File: src/rtl/id_ex_hazard_reg_pkg.sv
// Shared pipeline definitions: control-bundle bit positions, MIPS opcodes
// and small field-decode helpers used by the ID/EX register and hazard logic.
package pipe_pkg;

  localparam int CTRL_W = 8;

  localparam int CTRL_REGWRITE = 7;
  localparam int CTRL_MEMTOREG = 6;
  localparam int CTRL_MEMREAD  = 5;
  localparam int CTRL_MEMWRITE = 4;
  localparam int CTRL_ALUSRC   = 3;
  localparam int CTRL_REGDST   = 2;
  localparam int CTRL_ALUOP_HI = 1;
  localparam int CTRL_ALUOP_LO = 0;

  localparam logic [5:0] OP_RTYPE = 6'd0;
  localparam logic [5:0] OP_BEQ   = 6'd4;
  localparam logic [5:0] OP_BNE   = 6'd5;
  localparam logic [5:0] OP_LW    = 6'd35;
  localparam logic [5:0] OP_SW    = 6'd43;

  localparam logic [31:0] NOP_INSTR = 32'h0000_0000;

  typedef enum logic [1:0] {
    ST_RUN    = 2'd0,
    ST_STALL1 = 2'd1,
    ST_STALL2 = 2'd2
  } stall_state_t;

  // R-type writes rd, everything else that writes a register writes rt.
  function automatic logic [4:0] dest_of(input logic [5:0] op,
                                         input logic [4:0] rt,
                                         input logic [4:0] rd);
    return (op == OP_RTYPE) ? rd : rt;
  endfunction

  function automatic logic uses_rt_of(input logic [5:0] op);
    return (op == OP_RTYPE) || (op == OP_BEQ) || (op == OP_BNE) || (op == OP_SW);
  endfunction

  function automatic logic is_branch_of(input logic [5:0] op);
    return (op == OP_BEQ) || (op == OP_BNE);
  endfunction

endpackage

File: src/rtl/id_ex_hazard_reg_if.sv
// ID-side inputs, EX-side registered outputs and pipeline control of the
// ID/EX register bundled as one interface.
interface id_ex_hazard_reg_if #(
  parameter int CTRL_W = pipe_pkg::CTRL_W,
  parameter int CNT_W  = 16
);

  logic [31:0]       id_instru;
  logic [31:0]       id_pc4;
  logic [31:0]       id_rdata1;
  logic [31:0]       id_rdata2;
  logic [31:0]       id_imm;
  logic [CTRL_W-1:0] id_ctrl;
  logic              id_branch_taken;
  logic [31:0]       ex_mem_instru;
  logic              ex_mem_MemRead;

  logic [31:0]       ex_instru;
  logic [31:0]       ex_pc4;
  logic [31:0]       ex_rdata1;
  logic [31:0]       ex_rdata2;
  logic [31:0]       ex_imm;
  logic [CTRL_W-1:0] ex_ctrl;
  logic              c_pc_write;
  logic              c_if_id_write;
  logic              c_if_id_flush;
  logic [CNT_W-1:0]  stall_cnt;
  logic [CNT_W-1:0]  flush_cnt;
  pipe_pkg::stall_state_t dbg_state;

  modport master (
    output id_instru, id_pc4, id_rdata1, id_rdata2, id_imm, id_ctrl,
           id_branch_taken, ex_mem_instru, ex_mem_MemRead,
    input  ex_instru, ex_pc4, ex_rdata1, ex_rdata2, ex_imm, ex_ctrl,
           c_pc_write, c_if_id_write, c_if_id_flush, stall_cnt, flush_cnt,
           dbg_state
  );

  modport slave (
    input  id_instru, id_pc4, id_rdata1, id_rdata2, id_imm, id_ctrl,
           id_branch_taken, ex_mem_instru, ex_mem_MemRead,
    output ex_instru, ex_pc4, ex_rdata1, ex_rdata2, ex_imm, ex_ctrl,
           c_pc_write, c_if_id_write, c_if_id_flush, stall_cnt, flush_cnt,
           dbg_state
  );

endinterface

File: src/rtl/id_ex_hazard_reg_hazard_detect.sv
// Combinational hazard detection: load-use, branch-after-ALU and
// branch-after-load-in-MEM. Register $0 never creates a dependency.
module hazard_detect
  import pipe_pkg::*;
#(
  parameter int CTRL_W = pipe_pkg::CTRL_W
) (
  input  logic [31:0]       id_instru,
  input  logic [31:0]       ex_instru,
  input  logic [CTRL_W-1:0] ex_ctrl,
  input  logic [31:0]       ex_mem_instru,
  input  logic              ex_mem_MemRead,
  output logic              stall,
  output logic              branch_load_hazard
);

  logic [5:0] id_op;
  logic [4:0] id_rs;
  logic [4:0] id_rt;
  logic [4:0] ex_dest;
  logic [4:0] mem_dest;
  logic       uses_rt;
  logic       is_branch;
  logic       ex_hits_rs;
  logic       ex_hits_rt;
  logic       mem_hits;
  logic       load_use;
  logic       branch_alu;
  logic       unused_fields;

  assign id_op = id_instru[31:26];
  assign id_rs = id_instru[25:21];
  assign id_rt = id_instru[20:16];

  assign ex_dest  = dest_of(ex_instru[31:26], ex_instru[20:16], ex_instru[15:11]);
  assign mem_dest = dest_of(ex_mem_instru[31:26], ex_mem_instru[20:16],
                            ex_mem_instru[15:11]);

  assign uses_rt   = uses_rt_of(id_op);
  assign is_branch = is_branch_of(id_op);

  always_comb begin
    ex_hits_rs         = 1'b0;
    ex_hits_rt         = 1'b0;
    mem_hits           = 1'b0;
    load_use           = 1'b0;
    branch_alu         = 1'b0;
    branch_load_hazard = 1'b0;

    if (ex_dest != 5'd0) begin
      ex_hits_rs = (ex_dest == id_rs);
      ex_hits_rt = (ex_dest == id_rt);
    end
    if (mem_dest != 5'd0) begin
      mem_hits = (mem_dest == id_rs) || (mem_dest == id_rt);
    end

    // Only a loaded value forces a stall for ordinary consumers; branches
    // resolve in ID so they also wait on any ALU result still in EX.
    load_use           = ex_ctrl[CTRL_MEMREAD] && (ex_hits_rs || (uses_rt && ex_hits_rt));
    branch_alu         = is_branch && ex_ctrl[CTRL_REGWRITE] && (ex_hits_rs || ex_hits_rt);
    branch_load_hazard = is_branch && ex_mem_MemRead && mem_hits;
  end

  assign stall = load_use || branch_alu || branch_load_hazard;

  assign unused_fields = ^{id_instru[15:0], ex_instru[25:21], ex_instru[10:0],
                           ex_mem_instru[25:21], ex_mem_instru[10:0], ex_ctrl};

endmodule

File: src/rtl/id_ex_hazard_reg.sv
// ID/EX pipeline register with hazard stall, bubble injection, IF/ID flush
// gating and saturating stall/flush counters.
module id_ex_hazard_reg
  import pipe_pkg::*;
#(
  parameter int CTRL_W = pipe_pkg::CTRL_W,
  parameter int CNT_W  = 16
) (
  input  logic              clk,
  input  logic              rst,
  id_ex_hazard_reg_if.slave bus
);

  // Handshake: there is no valid/ready pair; the ID stage presents an
  // instruction every cycle and this block answers with c_pc_write /
  // c_if_id_write. When they are low the same ID contents must be held and
  // are re-presented, while a bubble is written into EX on that edge.

  logic              stall_raw;
  logic              branch_load_hazard;
  logic              stall;
  logic              flush;
  logic              prev_stall_q;
  stall_state_t      state;

  logic [31:0]       ex_instru_q;
  logic [31:0]       ex_pc4_q;
  logic [31:0]       ex_rdata1_q;
  logic [31:0]       ex_rdata2_q;
  logic [31:0]       ex_imm_q;
  logic [CTRL_W-1:0] ex_ctrl_q;
  logic [CNT_W-1:0]  stall_cnt_q;
  logic [CNT_W-1:0]  flush_cnt_q;

  hazard_detect #(
    .CTRL_W (CTRL_W)
  ) u_hazard_detect (
    .id_instru          (bus.id_instru),
    .ex_instru          (ex_instru_q),
    .ex_ctrl            (ex_ctrl_q),
    .ex_mem_instru      (bus.ex_mem_instru),
    .ex_mem_MemRead     (bus.ex_mem_MemRead),
    .stall              (stall_raw),
    .branch_load_hazard (branch_load_hazard)
  );

  // Reset forces the pipeline to run so fetch restarts cleanly.
  assign stall = stall_raw & ~rst;
  assign flush = bus.id_branch_taken & ~stall & ~rst;

  always_ff @(posedge clk or posedge rst) begin
    if (rst) begin
      ex_instru_q <= NOP_INSTR;
      ex_pc4_q    <= '0;
      ex_rdata1_q <= '0;
      ex_rdata2_q <= '0;
      ex_imm_q    <= '0;
      ex_ctrl_q   <= '0;
    end else if (stall) begin
      ex_instru_q <= NOP_INSTR;
      ex_pc4_q    <= '0;
      ex_rdata1_q <= '0;
      ex_rdata2_q <= '0;
      ex_imm_q    <= '0;
      ex_ctrl_q   <= '0;
    end else begin
      ex_instru_q <= bus.id_instru;
      ex_pc4_q    <= bus.id_pc4;
      ex_rdata1_q <= bus.id_rdata1;
      ex_rdata2_q <= bus.id_rdata2;
      ex_imm_q    <= bus.id_imm;
      ex_ctrl_q   <= bus.id_ctrl;
    end
  end

  always_ff @(posedge clk or posedge rst) begin
    if (rst) begin
      stall_cnt_q <= '0;
      flush_cnt_q <= '0;
    end else begin
      if (stall && (stall_cnt_q != {CNT_W{1'b1}})) begin
        stall_cnt_q <= stall_cnt_q + 1'b1;
      end
      if (flush && (flush_cnt_q != {CNT_W{1'b1}})) begin
        flush_cnt_q <= flush_cnt_q + 1'b1;
      end
    end
  end

  always_ff @(posedge clk or posedge rst) begin
    if (rst) begin
      prev_stall_q <= 1'b0;
    end else begin
      prev_stall_q <= stall;
    end
  end

  always_comb begin
    state = ST_RUN;
    if (stall) begin
      state = prev_stall_q ? ST_STALL2 : ST_STALL1;
    end
  end

  assign bus.ex_instru     = ex_instru_q;
  assign bus.ex_pc4        = ex_pc4_q;
  assign bus.ex_rdata1     = ex_rdata1_q;
  assign bus.ex_rdata2     = ex_rdata2_q;
  assign bus.ex_imm        = ex_imm_q;
  assign bus.ex_ctrl       = ex_ctrl_q;
  assign bus.c_pc_write    = ~stall;
  assign bus.c_if_id_write = ~stall;
  assign bus.c_if_id_flush = flush;
  assign bus.stall_cnt     = stall_cnt_q;
  assign bus.flush_cnt     = flush_cnt_q;
  assign bus.dbg_state     = state;

  // A second consecutive stall can only come from a load sitting in MEM,
  // because the first stall already put a bubble into EX.
  a_stall2_needs_mem_load: assert property (
    @(posedge clk) disable iff (rst) (state == ST_STALL2) |-> branch_load_hazard
  );

endmodule

File: src/flat_wrapper.sv
// flat-port wrapper written by rule: the top's interface ports become plain ports
module id_ex_hazard_reg_flat import pipe_pkg::*;
#(
  parameter int CTRL_W = pipe_pkg::CTRL_W,
  parameter int CNT_W  = 16
)
  (clk, rst, bus_id_instru, bus_id_pc4, bus_id_rdata1, bus_id_rdata2, bus_id_imm, bus_id_ctrl, bus_id_branch_taken, bus_ex_mem_instru, bus_ex_mem_MemRead, bus_ex_instru, bus_ex_pc4, bus_ex_rdata1, bus_ex_rdata2, bus_ex_imm, bus_ex_ctrl, bus_c_pc_write, bus_c_if_id_write, bus_c_if_id_flush, bus_stall_cnt, bus_flush_cnt, bus_dbg_state);
  id_ex_hazard_reg_if #(.CTRL_W(CTRL_W), .CNT_W(CNT_W)) bus_i ();
  input  logic clk;
  input  logic rst;
  input wire logic [$bits(bus_i.id_instru)-1:0] bus_id_instru;
  input wire logic [$bits(bus_i.id_pc4)-1:0] bus_id_pc4;
  input wire logic [$bits(bus_i.id_rdata1)-1:0] bus_id_rdata1;
  input wire logic [$bits(bus_i.id_rdata2)-1:0] bus_id_rdata2;
  input wire logic [$bits(bus_i.id_imm)-1:0] bus_id_imm;
  input wire logic [$bits(bus_i.id_ctrl)-1:0] bus_id_ctrl;
  input wire logic [$bits(bus_i.id_branch_taken)-1:0] bus_id_branch_taken;
  input wire logic [$bits(bus_i.ex_mem_instru)-1:0] bus_ex_mem_instru;
  input wire logic [$bits(bus_i.ex_mem_MemRead)-1:0] bus_ex_mem_MemRead;
  output wire logic [$bits(bus_i.ex_instru)-1:0] bus_ex_instru;
  output wire logic [$bits(bus_i.ex_pc4)-1:0] bus_ex_pc4;
  output wire logic [$bits(bus_i.ex_rdata1)-1:0] bus_ex_rdata1;
  output wire logic [$bits(bus_i.ex_rdata2)-1:0] bus_ex_rdata2;
  output wire logic [$bits(bus_i.ex_imm)-1:0] bus_ex_imm;
  output wire logic [$bits(bus_i.ex_ctrl)-1:0] bus_ex_ctrl;
  output wire logic [$bits(bus_i.c_pc_write)-1:0] bus_c_pc_write;
  output wire logic [$bits(bus_i.c_if_id_write)-1:0] bus_c_if_id_write;
  output wire logic [$bits(bus_i.c_if_id_flush)-1:0] bus_c_if_id_flush;
  output wire logic [$bits(bus_i.stall_cnt)-1:0] bus_stall_cnt;
  output wire logic [$bits(bus_i.flush_cnt)-1:0] bus_flush_cnt;
  output wire logic [$bits(bus_i.dbg_state)-1:0] bus_dbg_state;
  assign bus_i.id_instru = bus_id_instru;
  assign bus_i.id_pc4 = bus_id_pc4;
  assign bus_i.id_rdata1 = bus_id_rdata1;
  assign bus_i.id_rdata2 = bus_id_rdata2;
  assign bus_i.id_imm = bus_id_imm;
  assign bus_i.id_ctrl = bus_id_ctrl;
  assign bus_i.id_branch_taken = bus_id_branch_taken;
  assign bus_i.ex_mem_instru = bus_ex_mem_instru;
  assign bus_i.ex_mem_MemRead = bus_ex_mem_MemRead;
  assign bus_ex_instru = bus_i.ex_instru;
  assign bus_ex_pc4 = bus_i.ex_pc4;
  assign bus_ex_rdata1 = bus_i.ex_rdata1;
  assign bus_ex_rdata2 = bus_i.ex_rdata2;
  assign bus_ex_imm = bus_i.ex_imm;
  assign bus_ex_ctrl = bus_i.ex_ctrl;
  assign bus_c_pc_write = bus_i.c_pc_write;
  assign bus_c_if_id_write = bus_i.c_if_id_write;
  assign bus_c_if_id_flush = bus_i.c_if_id_flush;
  assign bus_stall_cnt = bus_i.stall_cnt;
  assign bus_flush_cnt = bus_i.flush_cnt;
  assign bus_dbg_state = bus_i.dbg_state;
  id_ex_hazard_reg #(.CTRL_W(CTRL_W), .CNT_W(CNT_W)) u_core (.clk(clk), .rst(rst), .bus(bus_i));
endmodule
File: config.mk
export PLATFORM = sky130hd
export DESIGN_NAME = id_ex_hazard_reg_flat
export DESIGN_NICKNAME = d
export VERILOG_FILES = /design/src/rtl/id_ex_hazard_reg_pkg.sv /design/src/rtl/id_ex_hazard_reg_if.sv /design/src/rtl/id_ex_hazard_reg_hazard_detect.sv /design/src/rtl/id_ex_hazard_reg.sv /design/src/flat_wrapper.sv
export SDC_FILE = /design/constraint.sdc
export NUM_CORES = 1
export LEC_CHECK = 0
export CORE_AREA = 4 4 158 160
export CTS_CLUSTER_SIZE = 10
export DETAILED_ROUTE_END_ITERATION = 7
export DIE_AREA = 0 0 162 164
export GPL_ROUTABILITY_DRIVEN = 1
export HOLD_SLACK_MARGIN = 0.12
export PLACE_DENSITY = 0.74
export SLEW_MARGIN = 20
export SYNTH_ARGS = -nofsm -noshare
export SYNTH_HDL_FRONTEND = slang
export SYNTH_HIERARCHICAL = 1
export SYNTH_SLANG_ARGS = --single-unit
File: constraint.sdc
create_clock -name clk -period 7.5 [get_ports clk]
set_input_delay 0.75 -clock clk [delete_from_list [all_inputs] [get_ports clk]]
set_output_delay 0.75 -clock clk [all_outputs]
set_load 0.01 [all_outputs]
# Word-level counts from Yosys, hierarchy flattened
# Index checks and enable logic that the tools add are counted.
# op_classes
addsub	2
eq_ne	9
n_mux	13
bitwise_logic	5
reduce_logical	22
# op_table
cell	count
$mux 32	5
$add 16x1->16 const B	2
$ne 16x16->1 const B	2
$eq 5x5->1	4
$logic_not 6->1	3
$eq 6x3->1 const B	2
$mux 5	2
$reduce_bool 5->1	2
$logic_or 1x1->1	9
$logic_and 1x1->1	8
$mux 8	1
$eq 6x6->1 const B	1
$mux 2	2
$and 1x1->1	3
$mux 1	3
$not 1->1	2
# word_totals
register_bits	201
inputBits	204
out_inout_bits	205
wordCells	60

# Depth between registers and ports, before layout
# Gate-level depths: netlist of run 1.
# depth
ltp_word	14
mapped_depth	13

# Modules after synthesis
# The synthesis of run 1 kept the hierarchy.
# by_module_without_submodules
module	instances	cells_each	area_per_inst_um2	seq_area_each_um2
id_ex_hazard_reg	1	508	6990.5	5029.8
hazard_detect	1	108	787.0	0.0

# Worst setup path after synthesis of run 1
# Ideal clock, no wire load.
# synth_path
path_type	input -> output
start	input bus_ex_mem_instru[27]
end	output bus_c_pc_write
arrival_time_ns	2.957
slack_ns	3.793
cell_stages	11
path_buffers	4
cell_sequence	or4_4 buf_6 nor4_2 a311oi_1 o2111a_1 a32o_2 nand3b_1 nand2b_1 clkbuf_1 clkbuf_1 buf_4
# synth_between
elab_chain_cells	9
# synth_rtl
item	line	source
start: declaration	flat_wrapper.sv:18	input wire logic [$bits(bus_i.ex_mem_instru)-1:0] bus_ex_mem_instru;
$logic_not 6->1 (*)	id_ex_hazard_reg_pkg.sv:34	return (op == OP_RTYPE) ? rd : rt;
$mux 5 (*)	id_ex_hazard_reg_pkg.sv:34	
$eq 5x5->1	id_ex_hazard_reg_hazard_detect.sv:55	mem_hits = (mem_dest == id_rs) || (mem_dest == id_rt);
$logic_or 1x1->1	id_ex_hazard_reg_hazard_detect.sv:55	
$mux 1 (*)	id_ex_hazard_reg_hazard_detect.sv:54	if (mem_dest != 5'd0) begin
$logic_and 1x1->1 (*)	id_ex_hazard_reg_hazard_detect.sv:62	branch_load_hazard = is_branch && ex_mem_MemRead && mem_hits;
net u_core.branch_load_hazard	id_ex_hazard_reg.sv:20	logic branch_load_hazard;
$logic_or 1x1->1 (*)	id_ex_hazard_reg_hazard_detect.sv:65	assign stall = load_use || branch_alu || branch_load_hazard;
net u_core.stall_raw	id_ex_hazard_reg.sv:19	logic stall_raw;
$and 1x1->1 (*)	id_ex_hazard_reg.sv:48	assign stall = stall_raw & ~rst;
$not 1->1 (*)	n/a	
end: declaration	flat_wrapper.sv:26	output wire logic [$bits(bus_i.c_pc_write)-1:0] bus_c_pc_write;
# The timed path passes the listed nets; every way through them passes the cells marked *.

# Worst setup path in the final report of run 1
# layout_path
start	input bus_ex_mem_instru[27]
end	output bus_dbg_state[1]
# layout_between
elab_chain_cells	9
# layout_rtl
item	line	source
$logic_not 6->1 (*)	id_ex_hazard_reg_pkg.sv:34	
$mux 5 (*)	id_ex_hazard_reg_pkg.sv:34	
$eq 5x5->1	id_ex_hazard_reg_hazard_detect.sv:55	
$logic_or 1x1->1	id_ex_hazard_reg_hazard_detect.sv:55	
$mux 1 (*)	id_ex_hazard_reg_hazard_detect.sv:54	
$logic_and 1x1->1 (*)	id_ex_hazard_reg_hazard_detect.sv:62	
net u_core.branch_load_hazard	id_ex_hazard_reg.sv:20	
$logic_or 1x1->1 (*)	id_ex_hazard_reg_hazard_detect.sv:65	
net u_core.stall_raw	id_ex_hazard_reg.sv:19	
$and 1x1->1 (*)	id_ex_hazard_reg.sv:48	
net u_core.stall	id_ex_hazard_reg.sv:21	logic stall;
$mux 2 (*)	id_ex_hazard_reg.sv:100	if (stall) begin
end: declaration	flat_wrapper.sv:31	output wire logic [$bits(bus_i.dbg_state)-1:0] bus_dbg_state;
# Marked as above.

==> Implementation_results.wiki, run 1 <==
{| class="wikitable"
! Metric !! Value
|-
| Compound-cell area share of the yosys netlist || approximately 4.9%
|-
| Total clock buffers created by CTS || 24
|-
| Remaining Overflow, GRT || 0
|-
| Max Buffers Root-to-Sink || 3
|-
| Max IR drop VDD || 0.000177 V
|-
| Share of synthesized area occupied by flip-flops and latches || 64.7%
|-
| Slew HR || between 30% and 40%
|-
| Arrival time of the worst setup path || about 4.2 ns
|-
| Mean post-synth cell area || 12.6 sq um
|-
| First-iteration detailed-routing DRC count || 302
|-
| Gate count after technology mapping || 616
|-
| Pleak || between 5 and 6 nW
|-
| Worst hold slack across all endpoints || 0.499 ns
|-
| Number of placed I/O pins || 409
|-
| Hold crit path type || reg2reg
|-
| Critical Path Max Stage Delay || 0.62 ns
|-
| Critical path class || in2out
|-
| Die footprint || 26600 sq um
|-
| FF+latch count, synth || 201
|-
| Post-synth EDFFs || 0
|-
| Number of global-route vias before repair || approximately 6300
|-
| Summed negative setup slack over all endpoints || 0 ns
|-
| Worst Skew || 0.0136 ns
|-
| Final number of setup-violating endpoints || 0
|-
| Total track usage || between 10% and 20%
|-
| Hold buffer count at cts || 0
|-
| Crit path cell chain || clkdlybuf4s50_1, or4_4, a2111oi_4, a32oi_1, a221oi_2, a32o_2, nand3b_1, nand2b_4, inv_1, and2_1, clkdlybuf4s50_1
|-
| Outcome || finished, final reports clean
|-
| Total count of hold-check failures in the final report || 0
|-
| Die extent in x || 162 microns
|-
| Pin slew with the least headroom to its limit || 0.953 ns
|-
| Worst path bufs/invs || 3
|-
| Net count after synthesis || 822
|-
| # nets final || 1217
|-
| Leading register cell type out of synthesis || dfrtp_1
|-
| Mapped cell area || about 7800 sq um
|-
| DRC Markers || 0
|-
| Category of the worst setup path capture point || output pin
|-
| Placer Congestion || 0.906
|-
| Detail Placement HPWL || 17.7 mm
|-
| Maximum clock frequency || around 200 MHz
|-
| Vias post-DR || 6041
|-
| Launching element type of the critical path || input pin
|-
| Clock latency at the later pin of the worst-skew pair || 0.51 ns
|-
| Synth Area in Adders || 0.322%
|-
| RSZ-0062 raised after global routing || no
|-
| Post-synth ARST share || 100%
|-
| Post-synthesis xor/xnor area fraction || 4.17%
|-
| First-pass GRT wire length || 36.0 mm
|-
| CTS resizes || 0
|-
| CTS tree || built
|-
| Distinct cells, synth || 58
|-
| Critical Path RT || 6.75 ns
|-
| Largest net degree at the start of global routing || 127
|-
| Simple-gate share of the synthesized area || 22.2%
|-
| Clk Tree Root Cell || clkbuf_16
|-
| Critical-path top delay cell || or4_4
|-
| Setup bufs post-CTS || 0
|-
| Number of inserted diodes || 0
|-
| Cell seen most often among critical-path stages || clkdlybuf4s50_1
|-
| Number of warnings issued by yosys || 6
|-
| Number of levels the H-tree was split into || 1
|-
| Final Max Slew Viols || 0
|-
| Placeable core area || 23400 sq um
|-
| Post-route clock period utilization || 66.5%
|-
| Final period demand of the worst path || 4.99 ns
|-
| Total iterations of the first detailed-routing run || 4
|-
| Wire length after detailed routing || 23.8 mm
|-
| Number of input and output port buffers inserted || a little under 400
|-
| Area growth, synth to finish || 63.2%
|-
| Clock transition at path regs || 0.05 ns
|-
| Routed wire length per instance || 17.8 microns
|-
| Fraction of final layout cells with drive strength greater than 1 || 5.31%
|-
| Via density || around 4.5
|-
| Overall die height || roughly 160 microns
|-
| Antenna violations before repair || 0
|-
| Cell family with most CP delay || simple AND/OR/NAND/NOR gates
|-
| Multiplexer share of the synthesized area || 1.64%
|-
| Main combinational cell family by area after synthesis || simple AND/OR/NAND/NOR gates
|-
| Worst-path maximum fanout || 65
|-
| Number of clock sinks || 201
|-
| ANT nets after route || 0
|-
| Number of violations of the max-capacitance limit || 0
|-
| Power per Cell Area || 208 nW/um^2
|-
| Starting Density || 33.2%
|-
| Number of standard-cell rows in the floorplan || 56
|}
[power breakdown]
group	total (mW)	internal (mW)	switching [mW]	leakage [nW]
Combinational	0.418	0.258	0.160	2.58
Sequential	1.20	1.16	0.0436	2.41
Clock	1.03	0.612	0.414	0.328
[cells in the mapped netlist, types with 2 or more instances]
library cell  instances  share of area [%]
a211oi_1              4               0.39
clkbuf_1             22                1.1
o221ai_1              2               0.23
nand2b_1              3               0.24
inv_1                17               0.82
and2_1              171                 14
xor2_1               22                2.5
xnor2_1              15                1.7
and4_1                3               0.34
nand3_1              14               0.90
nor2b_1               2               0.16
and3_1                2               0.16
a2bb2oi_1             2               0.23
nand4b_1              2               0.23
nor4_1               10               0.80
dfrtp_1             201                 65
ha_1                  2               0.32
nand2_1              23                1.1
nand3b_1              2               0.19
a2111oi_2             2               0.39
mux2_2                4               0.58
and4bb_2              2               0.32
nor4_2                3               0.48
nor3_1               10               0.64
or4_1                 2               0.19
nor2_1               11               0.53
nand4_1              10               0.80
mux2i_1               6               0.77
a21oi_1              10               0.64
a221oi_1              7               0.79
o211ai_1              3               0.29
[per-stage QoR]
step	cell area, sq um	instances	util [%]	power, mW	worst slack [ns]
4_1_cts	12700	1336	54.3	2.69	2.50
5_1_grt	12700	1336	54.3	2.77	2.27
2_1_floorplan	7780	616	-	1.35	1.27
3_3_place_gp	12000	1304	51.4	1.63	2.55
6_report	12700	1336	54.3	2.64	2.51
3_5_place_dp	12000	1304	51.4	1.64	2.50
[cells in the final DEF (no fill, tap or decap), drive strengths merged, types with 3 or more instances in the layout]
cell           instances
mux2                   4
nand2b                 3
nor4                  14
a221oi                 8
a211oi                 4
a21oi                 10
nand4                 11
inv                   17
nand3                 14
mux2i                  6
o211ai                 3
nor2                  11
nor3                  11
clkbuf                32
and2                 171
a2111oi                4
xor2                  22
dfrtp                201
nand2                 24
clkdlybuf4s50        392
xnor2                 15
or4                    3
and4                   3
[state kept, by name (all words and copies together), names as in the netlist]
signal and cells:
u_core/bus.ex_pc4 32, u_core/bus.ex_instru 32, u_core/bus.ex_ctrl 8, u_core/bus.ex_imm 32, u_core/bus.ex_rdata2 32, u_core/bus.flush_cnt 16
u_core/prev_stall_q 1, u_core/bus.ex_rdata1 32, u_core/bus.stall_cnt 16
[layout make-up]
type                       instances  area (sq um)
sequential                       201          5030
tap                              319           399
inverter                          17          71.3
timing repair buffer             394          3940
fill                            2007         10700
multi-input combinational        373          2580
clock buffer                      32           672
[cell families (layout without fill, tap and decap cells)]
| kind of cell | after synthesis | after routing |
|---|---|---|
| AOI/OAI and AO/OA | 44 | 44 |
| xor gates and xnor gates | 37 | 37 |
| adders and majority gates | 2 | 2 |
| buffers and inverters | 42 | 443 |
| DFF | 201 | 201 |
| muxes | 11 | 11 |
| and+or+nand+nor | 279 | 279 |
[path summary, 6_finish.rpt]
kind / from / to / slack [ns] / depth (start not counted)
worst max-delay path: bus_ex_mem_instru[27] / bus_dbg_state[1] / 2.51 / 11
worst min-delay path: u_core/bus.flush_cnt[11] / u_core/bus.flush_cnt[11] / 0.50 / 1
worst max register to register: u_core/bus.ex_instru[27] / u_core/bus.stall_cnt[12] / 3.76 / 11
worst min register to register: u_core/bus.flush_cnt[11] / u_core/bus.flush_cnt[11] / 0.50 / 1
max in group asynchronous: rst / u_core/bus.ex_imm[8] / 5.15 / 3
min in group asynchronous: rst / u_core/bus.ex_instru[9] / 0.87 / 2
[per-layer routing]
metal	GRT usage, %	vias up	share of wire, %
met2	29.9	296	49
met1	18.6	2859	35
met3	9.28	43	14
li1	-	2843	-
met5	0	-	0
met4	4.58	0	2.4
Note: power is estimated with default switching activity, not from simulation.
==> run 2: changes to the inputs <==
Clock period 7.5 ns to 4.82 ns, I/O delays scaled along.
==> Implementation_results.wiki, run 2 (same netlist as run 1, synthesis figures left out) <==
{| class="wikitable"
! Metric !! Value
|-
| Antenna violations before repair || 5 (+5)
|-
| CTS tree || built
|-
| Storage cell area || 5030 sq um (unchanged)
|-
| Pleak || 5.36 nW (+0.88%)
|-
| Power per Cell Area || 331 nW/um^2 (+59%)
|-
| Critical-path top delay cell || nor4_2
|-
| Summed negative setup slack over all endpoints || 0 ns (unchanged)
|-
| Number of global-route vias before repair || 6570 (+4.0%)
|-
| Clock latency at the later pin of the worst-skew pair || 0.53 ns (+0.02 ns)
|-
| Crit path cell chain || nor4_2, nand2_1, mux2i_1, a2111oi_0, nand4_1, nand3b_1, nand2b_4, inv_1, and2_1, clkdlybuf4s50_1
|-
| Worst Skew || 0.0161 ns (+0.00253 ns)
|-
| Number of input and output port buffers inserted || 392 (unchanged)
|-
| Number of clock sinks || 201 (unchanged)
|-
| Number of levels the H-tree was split into || 1 (unchanged)
|-
| Total count of hold-check failures in the final report || 0 (unchanged)
|-
| Routed wire length per instance || 18.5 microns (+3.9%)
|-
| Placeable core area || 23400 sq um (unchanged)
|-
| Commonest non-fill, non-tap cell in the layout || clkdlybuf4s50_1
|-
| Logic depth of the worst register-to-register path || 11 (unchanged)
|-
| Outcome || finished, final reports clean
|-
| Final Max Slew Viols || 0 (unchanged)
|-
| Critical path class || reg2out
|-
| Arrival time of the worst setup path || 4.00 ns (-0.24 ns)
|-
| # nets final || 1220 (+0.25%)
|-
| Placer Congestion || 0.887 (-2.1%)
|-
| RSZ-0062 raised after global routing || no
|-
| Via density || 4.60 (+1.7%)
|-
| Critical Path RT || 4.34 ns (-2.41 ns)
|-
| Launching element type of the critical path || register
|-
| Largest net degree at the start of global routing || 150 (+18%)
|-
| Clock transition at path regs || 0.06 ns (about the same)
|-
| Total iterations of the first detailed-routing run || 6 (+2)
|-
| Max Buffers Root-to-Sink || 3 (unchanged)
|-
| Die extent in x || 162 microns (unchanged)
|-
| Number of fill cells || 2012 (+0.25%)
|-
| Number of standard-cell rows in the floorplan || 56 (unchanged)
|-
| Final period demand of the worst path || 4.48 ns
|-
| Overall power consumption || 4.24 mW (+60%)
|-
| Number of cells on the critical path || 10 (-1)
|-
| Fraction of final layout cells with drive strength greater than 1 || 5.87% (+0.56 points)
|-
| Area occupied by multi-input gates || 2580 sq um (unchanged)
|-
| Hold crit path type || in2async
|-
| Area growth, synth to finish || 64.6%
|-
| Worst-path maximum fanout || 30 (-54%)
|-
| Worst hold slack across all endpoints || 0.506 ns (+0.00722 ns)
|-
| Max IR drop VDD || 0.000265 V (+50%)
|-
| Starting Density || 33.2% (unchanged)
|-
| Total clock buffers created by CTS || 25 (+4.2%)
|-
| Setup bufs post-CTS || 0 (unchanged)
|-
| Maximum clock frequency || 223 MHz
|-
| Area post-placement || 12100 sq um (+0.30%)
|-
| First-iteration detailed-routing DRC count || 313 (+3.6%)
|-
| Overall die height || 164 microns (unchanged)
|-
| Slew HR || 48.9% (+12 points)
|-
| Post-Route Utilization || 54.7% (+0.44 points)
|-
| Pin slew with the least headroom to its limit || 0.764 ns (-0.189 ns)
|-
| Die footprint || 26600 sq um (unchanged)
|-
| Commonest cells after routing, fill and taps aside || clkdlybuf4s50_1, dfrtp_1, and2_1
|-
| Post-route clock period utilization || a little over 90%
|-
| Remaining Overflow, GRT || 0 (unchanged)
|-
| Number of placed I/O pins || 409 (unchanged)
|-
| CTS resizes || 0 (unchanged)
|-
| ANT nets after route || 0 (unchanged)
|-
| Post-route cell area || 12800 sq um (+0.82%)
|-
| Hold buffer count at cts || 0 (unchanged)
|-
| Number of violations of the max-capacitance limit || 0 (unchanged)
|-
| Worst path bufs/invs || 2 (-1)
|-
| Category of the worst setup path capture point || output pin
|-
| Total track usage || 18.1% (+0.81 points)
|-
| Wire length after detailed routing || 24.9 mm (+4.6%)
|-
| Detail Placement HPWL || 18.8 mm (+6.2%)
|-
| Critical Path Max Stage Delay || 0.62 ns (about the same)
|-
| Final number of setup-violating endpoints || 0 (unchanged)
|-
| Vias post-DR || 6183 (+2.4%)
|-
| Clk Tree Root Cell || clkbuf_16
|-
| First-pass GRT wire length || 37.2 mm (+3.4%)
|-
| DRC Markers || 0 (unchanged)
|-
| Cell family with most CP delay || simple AND/OR/NAND/NOR gates
|}
[run 2: cell types whose count changed in the layout (fill, tap and decap cells not counted), sizes merged]
cell | previous run | this run
bufinv | 0 | 1
buf | 2 | 4
clkinvlp | 0 | 1
clkinv | 0 | 2
diode | 0 | 3
[run 2: power breakdown]
part	total (mW)	internal [mW]	leakage (nW)	switching (mW)
Sequential	1.87	1.80	2.41	0.0720
Clock	1.71	1.02	0.360	0.686
Combinational	0.659	0.405	2.59	0.254
Total	4.24	3.23	5.36	1.01
[run 2: path summary, 6_finish.rpt]
kind,from,endpoint,slack [ns]
max,u_core/bus.ex_instru[27],bus_dbg_state[1],0.34
min,rst,u_core/bus.ex_instru[8],0.51
max reg2reg,u_core/bus.ex_instru[27],u_core/bus.stall_cnt[15],1.02
min reg2reg,u_core/bus.flush_cnt[11],u_core/bus.flush_cnt[11],0.51
max in group asynchronous,rst,u_core/bus.ex_pc4[23],3.33
min in group clk,bus_id_rdata1[25],u_core/bus.ex_rdata1[25],0.51
[run 2: cell type report]
cell class	count	share of cell area [%]
Inverter	17	0.528
Clock inverter	4	0.469
Clock buffer	32	5.25
Sequential cell	201	39.3
Tap cell	319	3.12
Timing Repair Buffer	396	31.1
Antenna cell	3	0.0587
Multi-Input combinational cell	373	20.2
[run 2: worst reg2reg max path: cells and delay by family, from the launching register on]
family / cells / cell delay [ns]
muxes: 1 / 0.21
xor gates and xnor gates: 1 / 0.15
AOI/OAI and AO/OA: 1 / 0.51
buffers and inverters: 1 / 0.26
DFF: 1 / 0.40
and+or+nand+nor: 7 / 2.21
[run 2: metal layers]
layer  vias to the layer above  routed length, microns  part of all wire (%)  GRT usage (%)
met1                      2960                    8550                    34           19.0
met5                         -                      21                 0.084              0
met4                         4                     751                   3.0           6.00
met2                       318                   12500                    50           31.9
li1                       2850                       -                     -              -
met3                        51                    3090                    12           8.81
[run 2: per-stage QoR]
step | instances | setup slack (ns)
6_report | 1345 | 0.342
5_1_grt | 1345 | 0.191
4_1_cts | 1342 | 0.409
3_5_place_dp | 1306 | 0.573
3_3_place_gp | 1306 | 0.612
2_1_floorplan | 616 | 1.62
==> patch: new RTL, settings of run 1 <==
Reset style: synchronous (`rst`), changed in 3 clocked blocks.
--- a/src/rtl/id_ex_hazard_reg.sv
+++ b/src/rtl/id_ex_hazard_reg.sv
@@ -49,5 +49,5 @@
   assign flush = bus.id_branch_taken & ~stall & ~rst;
 
-  always_ff @(posedge clk or posedge rst) begin
+  always_ff @(posedge clk) begin
     if (rst) begin
       ex_instru_q <= NOP_INSTR;
@@ -74,5 +74,5 @@
   end
 
-  always_ff @(posedge clk or posedge rst) begin
+  always_ff @(posedge clk) begin
     if (rst) begin
       stall_cnt_q <= '0;
@@ -88,5 +88,5 @@
   end
 
-  always_ff @(posedge clk or posedge rst) begin
+  always_ff @(posedge clk) begin
     if (rst) begin
       prev_stall_q <= 1'b0;
Check against the original RTL: differs if rst is asserted again (counterexample within 4 cycles, from zero or initial values and one cycle with rst high); with rst held inactive, the same outputs for 10 cycles.
==> patch against run 1 <==
Fmax down 3.8%. Sequential cell count unchanged. Power down 6.4%. Design area fell by 6.6%. Wire length grew 0.70%. Worst setup slack worse by 0.20 ns. Area after synthesis down 11%. Highest routed layer is now met5.
==> patch: results (changes against run 1) <==
[status]
status = completed  ; unchanged

[global_routing]
grt_pass1_wl_um = 35600  ; was 36,010 um
grt_use_met3_pct = 8.381  ; was 9.285%
grt_pass1_vias = 6138  ; was 6,320
grt_use_total_pct = 17.02  ; was 17.29%
grt_util_met2_pct = 29.83  ; was 29.87%
grt.met1_usage_pct = 18.33  ; was 18.60%

[drt]
route.met3.wl_um = 2754  ; was 3220 um
routedWlPerCell_um = 17.52  ; was 17.83 um
via_per_inst = 4.465  ; was 4.522
maxUsedRoutingLayer = met5  ; was met4
drt_iter0_drc = 256  ; was 302

[synth]
synth.distinct_cells = 71  ; was 58
seq_area_frac_synth_pct = 57.89  ; was 64.67%
synthMuxAreaShare_pct = 1.962  ; was 1.641%
synth_compound_area_share_pct = 9.757  ; was 4.858%
ys_top_cells_by_area = dfxtp_1, and2_1, a21oi_1  ; was dfrtp_1, and2_1, xor2_1
synth_fa_ha_area_share_pct = 0.3600  ; was 0.3218%
synthCells = 651  ; was 616

[setup_path]
r2r_slack_ns = 3.55  ; was 3.76 ns
arrival_ns = 4.44  ; was 4.24 ns
r2r_end = u_core/bus.flush_cnt[13]  ; was u_core/bus.stall_cnt[12]
cp_max_fo = 9  ; was 65
crit_slowest_cell = or3b_1  ; was or4_4
r2r-start = u_core/bus.ex_instru[27]  ; unchanged
reg2reg_depth = 10  ; was 11

[power]
power_switching_uw = 555.0  ; was 617.1 uW
ir_drop_uv = 165.5  ; was 177.3 uV
seq_power_mw = 1.14  ; was 1.20 mW

[final_layout]
nonClkBufAreaFrac_pct = 33.40  ; was 31.02%
clock_area_share_pct = 5.542  ; was 5.292%
num_antenna_cells = 2  ; was 0
seqCellArea_um2 = 4024  ; was 5030 um2
inverters_excl_clock = 18  ; was 17
nClkBuffers = 28  ; was 32
drive_above_1_share_pct = 5.153  ; was 5.310%

[sta]
fin_skew_ns = 0.02031  ; was 0.01357 ns
relSlewSlack_pct = 51.69  ; was 36.45%

[place]
gp_congestion = 0.8814  ; was 0.9060
dp_hpwl_um = 18530  ; was 17,720 um
dp.cells = 1337  ; was 1,304

[min_path]
worstHoldStart = u_core/bus.stall_cnt[15]  ; was u_core/bus.flush_cnt[11]

## patch: cell types whose count changed after synthesis, sizes merged, moves of 6 or more
cell,run 1,this run
a21oi,10,18
dfrtp,201,0
dfxtp,0,201
nand2,24,18
nor2,11,24
o311ai,1,7
o41ai,0,8
xnor2,15,4
xor2,22,7
## patch: through the flow
stage / setup slack, ns / util (%) / hold WS (ns) / area [um2]
floorplan: 3.619 / - / 0.5076 / 6950
global placement: 2.363 / 47.82 / 0.4957 / 11190
detailed placement: 2.320 / 47.82 / 0.5030 / 11190
CTS: 2.310 / 50.63 / 0.5178 / 11850
global route: 2.055 / 50.65 / 0.5391 / 11850
finish: 2.312 / 50.65 / 0.5178 / 11850
## patch: critical path, delay by kind of cell
family	cells	cell delay, ns
and+or+nand+nor	4	1.86
buffers and inverters	3	1.12
AOI/OAI and AO/OA	2	0.48
muxes	1	0.21
